**src/rtl/regfile_wb_ctrl.sv**
```systemverilog
// Register file write-port controller: round-robin arbitration between ALU (A) and
// load/IO (B) writebacks, registered write port, and a busy-bit scoreboard.
module regfile_wb_ctrl #(
    parameter int DW = 32,
    parameter int AW = 5
) (
    input  logic          clk,
    input  logic          reset,
    input  logic          a_req,
    input  logic [AW-1:0] a_addr,
    input  logic [DW-1:0] a_data,
    output logic          a_ack,
    input  logic          b_req,
    input  logic [AW-1:0] b_addr,
    input  logic [DW-1:0] b_data,
    output logic          b_ack,
    input  logic          rsv_en,
    input  logic [AW-1:0] rsv_addr,
    input  logic [AW-1:0] s_addr,
    input  logic [AW-1:0] t_addr,
    output logic          s_busy,
    output logic          t_busy,
    output logic [DW-1:0] D,
    output logic          D_En,
    output logic [AW-1:0] D_Addr
);
    localparam int NREG = 1 << AW;

    logic            ptr_q, ptr_d;
    logic [DW-1:0]   d_q, d_d;
    logic            en_q, en_d;
    logic [AW-1:0]   addr_q, addr_d;
    logic [NREG-1:0] busy_q, busy_d;
    logic            gnt_any;
    logic [AW-1:0]   gnt_addr;
    logic [DW-1:0]   gnt_data;

    // ptr selects the winner only when both request; acks are gated off during reset
    assign a_ack = !reset && a_req && (!b_req || !ptr_q);
    assign b_ack = !reset && b_req && (!a_req || ptr_q);

    always_comb begin
        gnt_any  = a_ack | b_ack;
        gnt_addr = a_ack ? a_addr : b_addr;
        gnt_data = a_ack ? a_data : b_data;

        ptr_d = ptr_q;
        if (a_ack) begin
            ptr_d = 1'b1;
        end else if (b_ack) begin
            ptr_d = 1'b0;
        end

        // R0 writes are accepted but never reach the file
        en_d   = gnt_any && (gnt_addr != '0);
        d_d    = gnt_any ? gnt_data : d_q;
        addr_d = gnt_any ? gnt_addr : addr_q;

        // Clear first so a same-edge reservation of the same register wins
        busy_d = busy_q;
        if (en_q) begin
            busy_d[addr_q] = 1'b0;
        end
        if (rsv_en && (rsv_addr != '0)) begin
            busy_d[rsv_addr] = 1'b1;
        end
    end

    always_ff @(posedge clk or posedge reset) begin
        if (reset) begin
            ptr_q  <= 1'b0;
            d_q    <= '0;
            en_q   <= 1'b0;
            addr_q <= '0;
            busy_q <= '0;
        end else begin
            ptr_q  <= ptr_d;
            d_q    <= d_d;
            en_q   <= en_d;
            addr_q <= addr_d;
            busy_q <= busy_d;
        end
    end

    assign s_busy = (s_addr != '0) && busy_q[s_addr];
    assign t_busy = (t_addr != '0) && busy_q[t_addr];

    assign D      = d_q;
    assign D_En   = en_q;
    assign D_Addr = addr_q;

endmodule

```
**config.mk**
```make
export PLATFORM = sky130hd
export DESIGN_NAME = regfile_wb_ctrl
export DESIGN_NICKNAME = d
export VERILOG_FILES = /design/src/rtl/regfile_wb_ctrl.sv
export SDC_FILE = /design/constraint.sdc
export NUM_CORES = 1
export LEC_CHECK = 0
export ABC_AREA = 1
export CAP_MARGIN = 20
export CORE_MARGIN = 3
export CORE_UTILIZATION = 35
export DETAILED_ROUTE_END_ITERATION = 6
export GPL_ROUTABILITY_DRIVEN = 0
export PLACE_DENSITY = 0.61
export SYNTH_ARGS = -nofsm -noshare
export SYNTH_HDL_FRONTEND = slang
export SYNTH_SLANG_ARGS = --single-unit
```
**constraint.sdc**
```tcl
create_clock -name clk -period 2.1 [get_ports clk]
set_input_delay 0.315 -clock clk [delete_from_list [all_inputs] [get_ports clk]]
set_output_delay 0.315 -clock clk [all_outputs]
set_load 0.02 [all_outputs]
```
==> run metrics, run 1 <==
Hold WS=0.488 ns; CP Data Required Time=1.78 ns; fin. max-slew vios=0; commonest cells after routing, fill and taps aside=nand2_1 (145), clkdlybuf4s50_1 (126), o21ai_1 (85); Die Y=112 um; Max Freq=511 MHz; grt total ovfl=0; DP HPWL=10,100 um; Die Wd=112 um; via count=4,305; H-tree levels=3; cts bufs inserted=9; CP endpoint kind=output port; Area Growth Syn to Fin=49.1%; Synth Register Bits=71; Setup Viol. Count Final=0; Mapped Cells=560; relative slew slack=40.4%; NumNets Final=803; Critical Path AT=1.64 ns; die area=12,600 sq um; initial core utilization=36.3%; max_cap viols=0; core box area=10,900 sq um; Crit-path slowest cell=clkdlybuf4s50_1; slew of the pin with the lowest slew margin=0.894 ns; first-pass GRT wire length=21,800 um; Post-synth EDFFs=0; Pre-antenna DRT Iters=5; WHS Path Cells=2; Hold/Removal Path Class=flip-flop to flip-flop; commonest non-fill, non-tap cell in the layout=nand2_1; crit path max fanout=3; pin count of the biggest net entering global routing=72; main flop type after synthesis=dfrtp_1; Final Routed Wirelength=13,200 um; Starting DRT DRC Count=289; crit path launch type=input port; CTS Sinks=71; Seq/Total Area, Yosys=44.8%; vias per cell=5.04; Place WS=-0.380 ns; Reg2Reg Depth=8; Fillers=1,074; diode count=0; Crit path max-delay family=buffers and inverters; Cell Area, Synth=3970 sq um; unrepaired setup endpoints after global routing=false; asr flop ratio synth=100%; CP peak stage delay=0.51 ns; IO Count=136; TritonCTS clock tree=yes; status=completed; clock-pin slew on the worst setup and hold paths=0.06 ns; Cell Pwr Density=909 nW/um^2; Final period util=93.2%; critical path class=input port to output port; Crit. path cell count=9; Worst Path Buf+Inv=4; Tmin final=1.96 ns; CTS Buffer Depth=2; port bufs=135; wire per inst=15.5 um; clock skew=0.00591 ns; Setup Buffers After CTS=0; DRT antenna net count=0; VDD IR-drop max=535 uV; clk_lat worst skew=0.34 ns; Crit path top cell by count=nand2_1; number of global-route vias before repair=4,274; share of cells above drive strength 1=8.12%; Leakage=2.73 nW; # DRC=0; initial antenna violation count=0; All-Layer GR Usage=21.5%; Synth cell types=22; clk root buf=clkbuf_16; FP Rows=38; syn avg cell area=7.08 sq um; final setup margin=0.142 ns; Synth Warn #=0; final hold violation count=0; crit path cell chain=clkdlybuf4s50_1 -> inv_1 -> buf_4 -> nand3_1 -> nand3_1 -> nand2_1 -> nand2_1 -> nand2_1 -> clkdlybuf4s15_2; hold-fix buffer count after cts=0; syn_nets=654
[cell type report]
cell class | instances | area [sq um] | share of cell area, %
multi-input combinational | 400 | 1790 | 30.3
inverter | 67 | 259 | 4.38
sequential | 71 | 1780 | 30.0
clock inverter | 5 | 80.1 | 1.35
clock buffer | 11 | 253 | 4.27
tap | 140 | 175 | 2.96
timing repair buffer | 160 | 1580 | 26.7
[logic make-up (layout without fill, tap and decap cells)]
group	count (synthesis)	count (layout)	share of synthesized area, %
AND/OR/NAND/NOR	259	259	26.9
AO/OA/AOI/OAI	141	141	18.1
buffers and inverters	89	243	10.2
flip-flops	71	71	44.8
[routing by layer]
metal / up-vias / global-route usage [%] / wire length (um)
met5: - / 0 / 0
met1: 1998 / 26.8 / 5750
met3: 11 / 9.33 / 1300
met2: 171 / 34.3 / 5970
met4: 0 / 5.69 / 188
li1: 2125 / - / -
[sequential cells by signal, indices dropped and copies added (netlist names)]
name / flops
D_En: 1
D_Addr: 5
D: 32
ptr_q: 1
busy_q: 32
[what timing repair did]
item | CTS | global route
setup endpoints to repair | 2 | 4
resized for setup | 10 | 8
cloned | 1 | 0
[where the power goes]
group          internal (mW)  total (mW)  switching [mW]
combinational          0.744        1.71           0.965
sequential              1.75        1.98           0.229
clock                   1.10        1.69           0.587
total                   3.60        5.38            1.78
[worst register-to-register path: cells and delay by family, from the launching register on]
family                 cells  cell delay, ns
flip-flops                 1            0.38
AO/OA/AOI/OAI              1            0.14
buffers and inverters      1            0.20
AND/OR/NAND/NOR            6            0.60
[metrics by stage]
stage               util, %  cell area [sq um]  setup TNS, ns  power (mW)  instances
floorplan                 -               3970              0        2.94        560
global placement       50.8               5550         -0.734        3.67        837
detailed placement     50.8               5550         -0.725        3.70        837
CTS                    53.9               5900              0        5.40        854
global route           54.1               5920              0        5.74        854
finish                 54.1               5920              0        5.38        854
[cells in the mapped netlist (2+ instances only)]
master / number / area [sq um]
a31oi_1: 2 / 12.5
buf_2: 15 / 75.1
buf_4: 2 / 15.0
buf_6: 5 / 56.3
clkinv_1: 2 / 7.51
dfrtp_1: 71 / 1780
inv_1: 56 / 210
inv_2: 7 / 26.3
inv_4: 2 / 12.5
nand2_1: 145 / 544
nand3_1: 60 / 300
nor2_1: 42 / 158
nor3_1: 8 / 40.0
o21ai_0: 51 / 255
o21ai_1: 85 / 425
[path summary, 6_finish.rpt]
path	start	to	slack, ns
worst min register to register	D[4]	D[4]	0.49
worst max register to register	ptr_q	D_En	0.66
max in group asynchronous	reset	D_Addr[4]	0.84
min in group asynchronous	reset	D[15]	0.69
worst max-delay path	t_addr[2]	t_busy	0.14
worst min-delay path	D[4]	D[4]	0.49
Note: power is estimated with default switching activity, not from simulation.
==> inputs of run 2 (changes only) <==
--- a/config.mk
+++ b/config.mk
@@ -11,7 +11,8 @@
 export CORE_UTILIZATION = 35
 export DETAILED_ROUTE_END_ITERATION = 6
 export GPL_ROUTABILITY_DRIVEN = 0
-export PLACE_DENSITY = 0.61
+export PLACE_DENSITY = 0.64
+export SETUP_SLACK_MARGIN = 0.3
 export SYNTH_ARGS = -nofsm -noshare
 export SYNTH_HDL_FRONTEND = slang
 export SYNTH_SLANG_ARGS = --single-unit
==> constraint.sdc (replaced) <==
create_clock -name clk -period 1.65 [get_ports clk]
set_input_delay 0.2475 -clock clk [delete_from_list [all_inputs] [get_ports clk]]
set_output_delay 0.2475 -clock clk [all_outputs]
set_load 0.02 [all_outputs]
==> run metrics, run 2 (same netlist as run 1, synthesis figures left out) <==
status=complete, but fails checks (was completed); violations in the final reports=setup timing; CP endpoint kind=output port (unchanged); Crit path top cell by count=nand2_1 (unchanged); grt total ovfl=0 (unchanged); Crit Reg-Reg Startpoint=ptr_q (unchanged); post-layout util=57.7% (was 54.1%); fin. max-slew vios=0 (unchanged); CP peak stage delay=0.39 ns (was 0.51 ns); Placed Cells=867 (was 837); via count=4,466 (was 4,305); IO Count=136 (unchanged); H-tree levels=3 (unchanged); die area=12,600 sq um (unchanged); cts bufs inserted=9 (unchanged); # DRC=0 (unchanged); unrepaired setup endpoints after global routing=true (was false); Worst Path Buf+Inv=3 (was 4); Starting DRT DRC Count=311 (was 289); core box area=10,900 sq um (unchanged); Fillers=1,035 (was 1,074); setup slack, reg-to-reg=0.29 ns (was 0.66 ns); Reg2Reg Depth=8 (unchanged); Leakage=2.94 nW (was 2.73 nW); Critical Path AT=1.42 ns (was 1.64 ns); hold-fix buffer count after cts=0 (unchanged); pin count of the biggest net entering global routing=72 (unchanged); CTS Buffer Depth=2 (unchanged); crit path max fanout=2 (was 3); max_cap viols=0 (unchanged); CTS Sinks=71 (unchanged); clock-pin slew on the worst setup and hold paths=0.06 ns (about the same); DP HPWL=10,100 um (about the same); Crit. path cell count=11 (was 9); Area Growth Syn to Fin=59.0% (was 49.1%); DRT antenna net count=0 (unchanged); TritonCTS clock tree=yes (unchanged); Reg-to-Reg End=D_En (unchanged); critical path class=flip-flop to output port (was input port to output port); final setup margin=-0.0163 ns (was 0.142 ns); commonest non-fill, non-tap cell in the layout=nand2_1 (unchanged); first-pass GRT wire length=21,900 um (was 21,800 um); Final Routed Wirelength=13,700 um (was 13,200 um); Tmin final=1.67 ns; Critical Path Source=busy_q[6] (was t_addr[2]); NumNets Final=837 (was 803); non-filler instance count after layout=889 (was 854); slew of the pin with the lowest slew margin=0.906 ns (was 0.894 ns); Hold/Removal Path Class=input port to asynchronous set/reset pin (was flip-flop to flip-flop); crit path cell chain=inv_2 -> nand2_1 -> nand3_1 -> nand2_1 -> nand2_1 -> nand2_2 -> clkinv_2 -> nand2_1 -> nand2_1 -> nand2_1 -> buf_6 (was clkdlybuf4s50_1 -> inv_1 -> buf_4 -> nand3_1 -> nand3_1 -> nand2_1 -> nand2_1 -> nand2_1 -> clkdlybuf4s15_2); port bufs=135 (unchanged); CP Data Required Time=1.40 ns (was 1.78 ns); Max Freq=600 MHz; Crit-path slowest cell=dfrtp_1 (was clkdlybuf4s50_1); relative slew slack=39.6% (was 40.4%); clock skew=0.00345 ns (was 0.00591 ns); setup_tns=-0.0265 ns (was 0 ns); Die Y=112 um (unchanged); crit path launch type=flip-flop (was input port); wire per inst=15.4 um (was 15.5 um); clk root buf=clkbuf_16 (unchanged); Critical Path End=t_busy (unchanged); Crit path max-delay family=simple AND/OR/NAND/NOR gates (was buffers and inverters); VDD IR-drop max=542 uV (was 535 uV); initial antenna violation count=1 (was 0); number of global-route vias before repair=4,466 (was 4,274); vias per cell=5.02 (was 5.04); power after layout=7.06 mW (was 5.38 mW); commonest cells after routing, fill and taps aside=nand2_1 (137), clkdlybuf4s50_1 (84), o21ai_1 (83) (was nand2_1 (145), clkdlybuf4s50_1 (126), o21ai_1 (85)); final hold violation count=0 (unchanged); clk_lat worst skew=0.33 ns (was 0.34 ns); All-Layer GR Usage=21.3% (was 21.5%); FP Rows=38 (unchanged); Setup Viol. Count Final=2 (was 0); Cell Pwr Density=1120 nW/um^2 (was 909 nW/um^2); Die Wd=112 um (unchanged); initial core utilization=36.3% (unchanged); share of cells above drive strength 1=21.4% (was 8.12%); Pre-antenna DRT Iters=5 (unchanged); Final period util=101%
==> run 2: layout make-up <==
type,count,area [sq um],share of cell area [%]
clock inverter,4,76.3,1.21
sequential,71,1780,28.2
tap,140,175,2.78
multi-input combinational,400,1950,30.9
antenna,1,2.50,0.0397
clock buffer,12,267,4.23
inverter,67,270,4.29
timing repair buffer,194,1790,28.4
==> run 2: report_power, final <==
group | switching [mW] | total [mW] | leakage (nW) | internal, mW
logic | 1.35 | 2.34 | 1.96 | 0.990
clock network | 0.729 | 2.18 | 0.165 | 1.45
registers | 0.313 | 2.54 | 0.814 | 2.23
==> run 2: timing repair <==
item                                    in CTS  in global routing
endpoints found under the hold margin        0                  0
resized for setup                           99                 69
gates cloned                                 1                  1
setup buffers                                0                  3
pin swaps                                   11                 16
endpoints found under the setup margin      86                 49
==> run 2: metrics by stage <==
step	hold slack, ns	worst slack (ns)	area [sq um]
2_1_floorplan	0.126	0.316	3970
3_3_place_gp	0.471	-0.681	5770
3_5_place_dp	0.482	-0.722	5770
4_1_cts	0.488	-0.0369	6120
5_1_grt	0.509	-0.111	6310
6_report	0.445	-0.0163	6310
==> run 2: how the worst min path moves through the flow <==
stage             to  cells past startpoint
6_report        D[7]                      3
3_5_place_dp    D[5]                      2
4_1_cts        D[14]                      2
3_3_place_gp    D[6]                      2
5_1_grt        D[14]                      2
2_1_floorplan   D[0]                      1
==> run 2: layer usage <==
metal | routed length, um | global-route usage (%) | vias up
met1 | 5630 | 25.8 | 2052
met2 | 6500 | 35.7 | 201
met5 | 0 | 0 | -
met3 | 1350 | 7.82 | 19
li1 | - | - | 2194
met4 | 212 | 6.09 | 0
==> run 2: worst min-delay path: cells and delay by family <==
kind                   cells  cell delay [ns]
buffers and inverters      3             1.07
==> inputs of run 3 (changes only) <==
--- a/config.mk
+++ b/config.mk
@@ -7,6 +7,7 @@
 export LEC_CHECK = 0
 export ABC_AREA = 1
 export CAP_MARGIN = 20
+export CORE_ASPECT_RATIO = 0.6
 export CORE_MARGIN = 3
 export CORE_UTILIZATION = 35
 export DETAILED_ROUTE_END_ITERATION = 6
==> run metrics, run 3 (same netlist as run 1, synthesis figures left out) <==
status=complete, but fails checks (unchanged); violations in the final reports=setup timing (unchanged); Crit-path slowest cell=dfrtp_1 (unchanged); Final Routed Wirelength=14,000 um (was 13,700 um); Fillers=991 (was 1,035); clk_lat worst skew=0.33 ns (about the same); Setup Viol. Count Final=2 (unchanged); clock-pin slew on the worst setup and hold paths=0.06 ns (about the same); unrepaired setup endpoints after global routing=true (unchanged); setup_tns=-0.0610 ns (was -0.0265 ns); H-tree levels=3 (unchanged); DP HPWL=10,200 um (was 10,100 um); final hold violation count=0 (unchanged); diode count=0 (was 1); clock skew=0.00674 ns (was 0.00345 ns); IO Count=136 (unchanged); Cell Pwr Density=1060 nW/um^2 (was 1120 nW/um^2); # DRC=0 (unchanged); CP Data Required Time=1.40 ns (about the same); relative slew slack=39.7% (was 39.6%); Starting DRT DRC Count=508 (was 311); Leakage=2.90 nW (was 2.94 nW); Hold/Removal Path Class=input port to asynchronous set/reset pin (unchanged); wire per inst=15.9 um (was 15.4 um); core box area=10,800 sq um (was 10,900 sq um); critical path class=flip-flop to output port (unchanged); number of global-route vias before repair=4,498 (was 4,466); Die Y=88.5 um (was 112 um); Critical Path AT=1.43 ns (was 1.42 ns); FP Rows=29 (was 38); Final period util=102% (was 101%); pin count of the biggest net entering global routing=72 (unchanged); CTS Sinks=71 (unchanged); commonest non-fill, non-tap cell in the layout=nand2_1 (unchanged); cts bufs inserted=9 (unchanged); post-layout util=57.9% (was 57.7%); initial antenna violation count=0 (was 1); Crit path top cell by count=nand2_1 (unchanged); clk root buf=clkbuf_16 (unchanged); VDD IR-drop max=520 uV (was 542 uV); commonest cells after routing, fill and taps aside=nand2_1 (140), o21ai_1 (87), clkdlybuf4s50_1 (82) (was nand2_1 (137), clkdlybuf4s50_1 (84), o21ai_1 (83)); slew of the pin with the lowest slew margin=0.904 ns (was 0.906 ns); NumNets Final=831 (was 837); CTS Buffer Depth=2 (unchanged); crit path max fanout=2 (unchanged); final setup margin=-0.0323 ns (was -0.0163 ns); share of cells above drive strength 1=19.8% (was 21.4%); Pre-antenna DRT Iters=5 (unchanged); Max Freq=594 MHz (was 600 MHz); vias per cell=5.14 (was 5.02); CP endpoint kind=output port (unchanged); port bufs=135 (unchanged); Reg area=1780 sq um (about the same); crit path launch type=flip-flop (unchanged); initial core utilization=36.7% (was 36.3%); first-pass GRT wire length=22,900 um (was 21,900 um); TritonCTS clock tree=yes (unchanged); Crit path max-delay family=simple AND/OR/NAND/NOR gates (unchanged); fin. max-slew vios=0 (unchanged); Die Wd=143 um (was 112 um); DRT antenna net count=0 (unchanged); Tmin final=1.68 ns (was 1.67 ns); die area=12,700 sq um (was 12,600 sq um); All-Layer GR Usage=22.8% (was 21.3%); max_cap viols=0 (unchanged); multi-input logic area=1970 sq um (was 1950 sq um); via count=4,524 (was 4,466); grt total ovfl=0 (unchanged); Area Growth Syn to Fin=57.8% (was 59.0%); crit path cell chain=inv_2 -> nand2_1 -> nand3_1 -> nand2_1 -> nand2_1 -> nand2_2 -> clkinv_2 -> nand2_1 -> nand2_1 -> nand2_1 -> buf_6 (unchanged); CP peak stage delay=0.38 ns (was 0.39 ns); Worst Path Buf+Inv=3 (unchanged)
run 3: cell count changes in the layout (fill, tap and decap cells not counted), moves of 4 or more:
cell,delta
o21ai_2,-5
clkdlybuf4s15_2,+4
nor2_2,-15
buf_4,-9
nor2_1,+14
o21ai_1,+4
dfrtp_1,-4
inv_2,+4
dfrtp_2,+4
run 3: area by class of cell:
| cell class | count | area share (%) |
|---|---|---|
| multi-input cells | 400 | 31.4 |
| repair buffers | 188 | 28.7 |
| flip-flops and latches | 71 | 28.5 |
| inverters | 67 | 4.32 |
| clock buffers | 13 | 4.00 |
| well taps | 139 | 2.78 |
| clock inverters | 3 | 0.300 |
run 3: where the power goes:
| group | leakage (nW) | total [mW] | switching, mW | internal (mW) |
|---|---|---|---|---|
| registers | 0.810 | 2.55 | 0.318 | 2.23 |
| clock network | 0.134 | 1.77 | 0.716 | 1.06 |
| logic | 1.95 | 2.31 | 1.35 | 0.965 |
run 3: stage by stage:
stage	worst slack (ns)	cells	hold slack, ns	power (mW)	area [sq um]
6_report	-0.0323	881	0.470	6.64	6260
5_1_grt	-0.139	881	0.522	7.09	6260
4_1_cts	-0.0165	879	0.487	6.53	6080
3_5_place_dp	-0.746	859	0.478	4.77	5730
3_3_place_gp	-0.742	859	0.473	4.71	5730
2_1_floorplan	0.316	560	0.126	3.75	3970
run 3: repair_timing:
item	in CTS	in global routing
hold buffers	0	0
pin swaps	14	13
gates resized for setup	128	48
endpoints found under the setup margin	156	53
buffers inserted	2	1
cloned	2	1
run 3: worst min-delay path, cell delays in order:
cell and delay (ns):
dlygate4sd2_1 0.32, inv_8 0.07, buf_4 0.70
run 3: worst paths after layout:
| path | to | startpoint | cells past startpoint | slack, ns |
|---|---|---|---|---|
| worst max-delay path | s_busy | busy_q[3] | 11 | -0.03 |
| worst min-delay path | D[1] | reset | 3 | 0.47 |
| worst max register to register | D[2] | ptr_q | 7 | 0.33 |
| worst min register to register | D[21] | D[21] | 2 | 0.48 |
| max in group asynchronous | D_Addr[0] | reset | 3 | 0.56 |
| min in group clk | D[21] | D[21] | 2 | 0.48 |
run 3: per-layer routing:
layer	global-route usage [%]	routed length, um
met1	33.9	6760
met2	35.1	6090
met3	5.02	1060
met4	2.91	51
met5	0	0
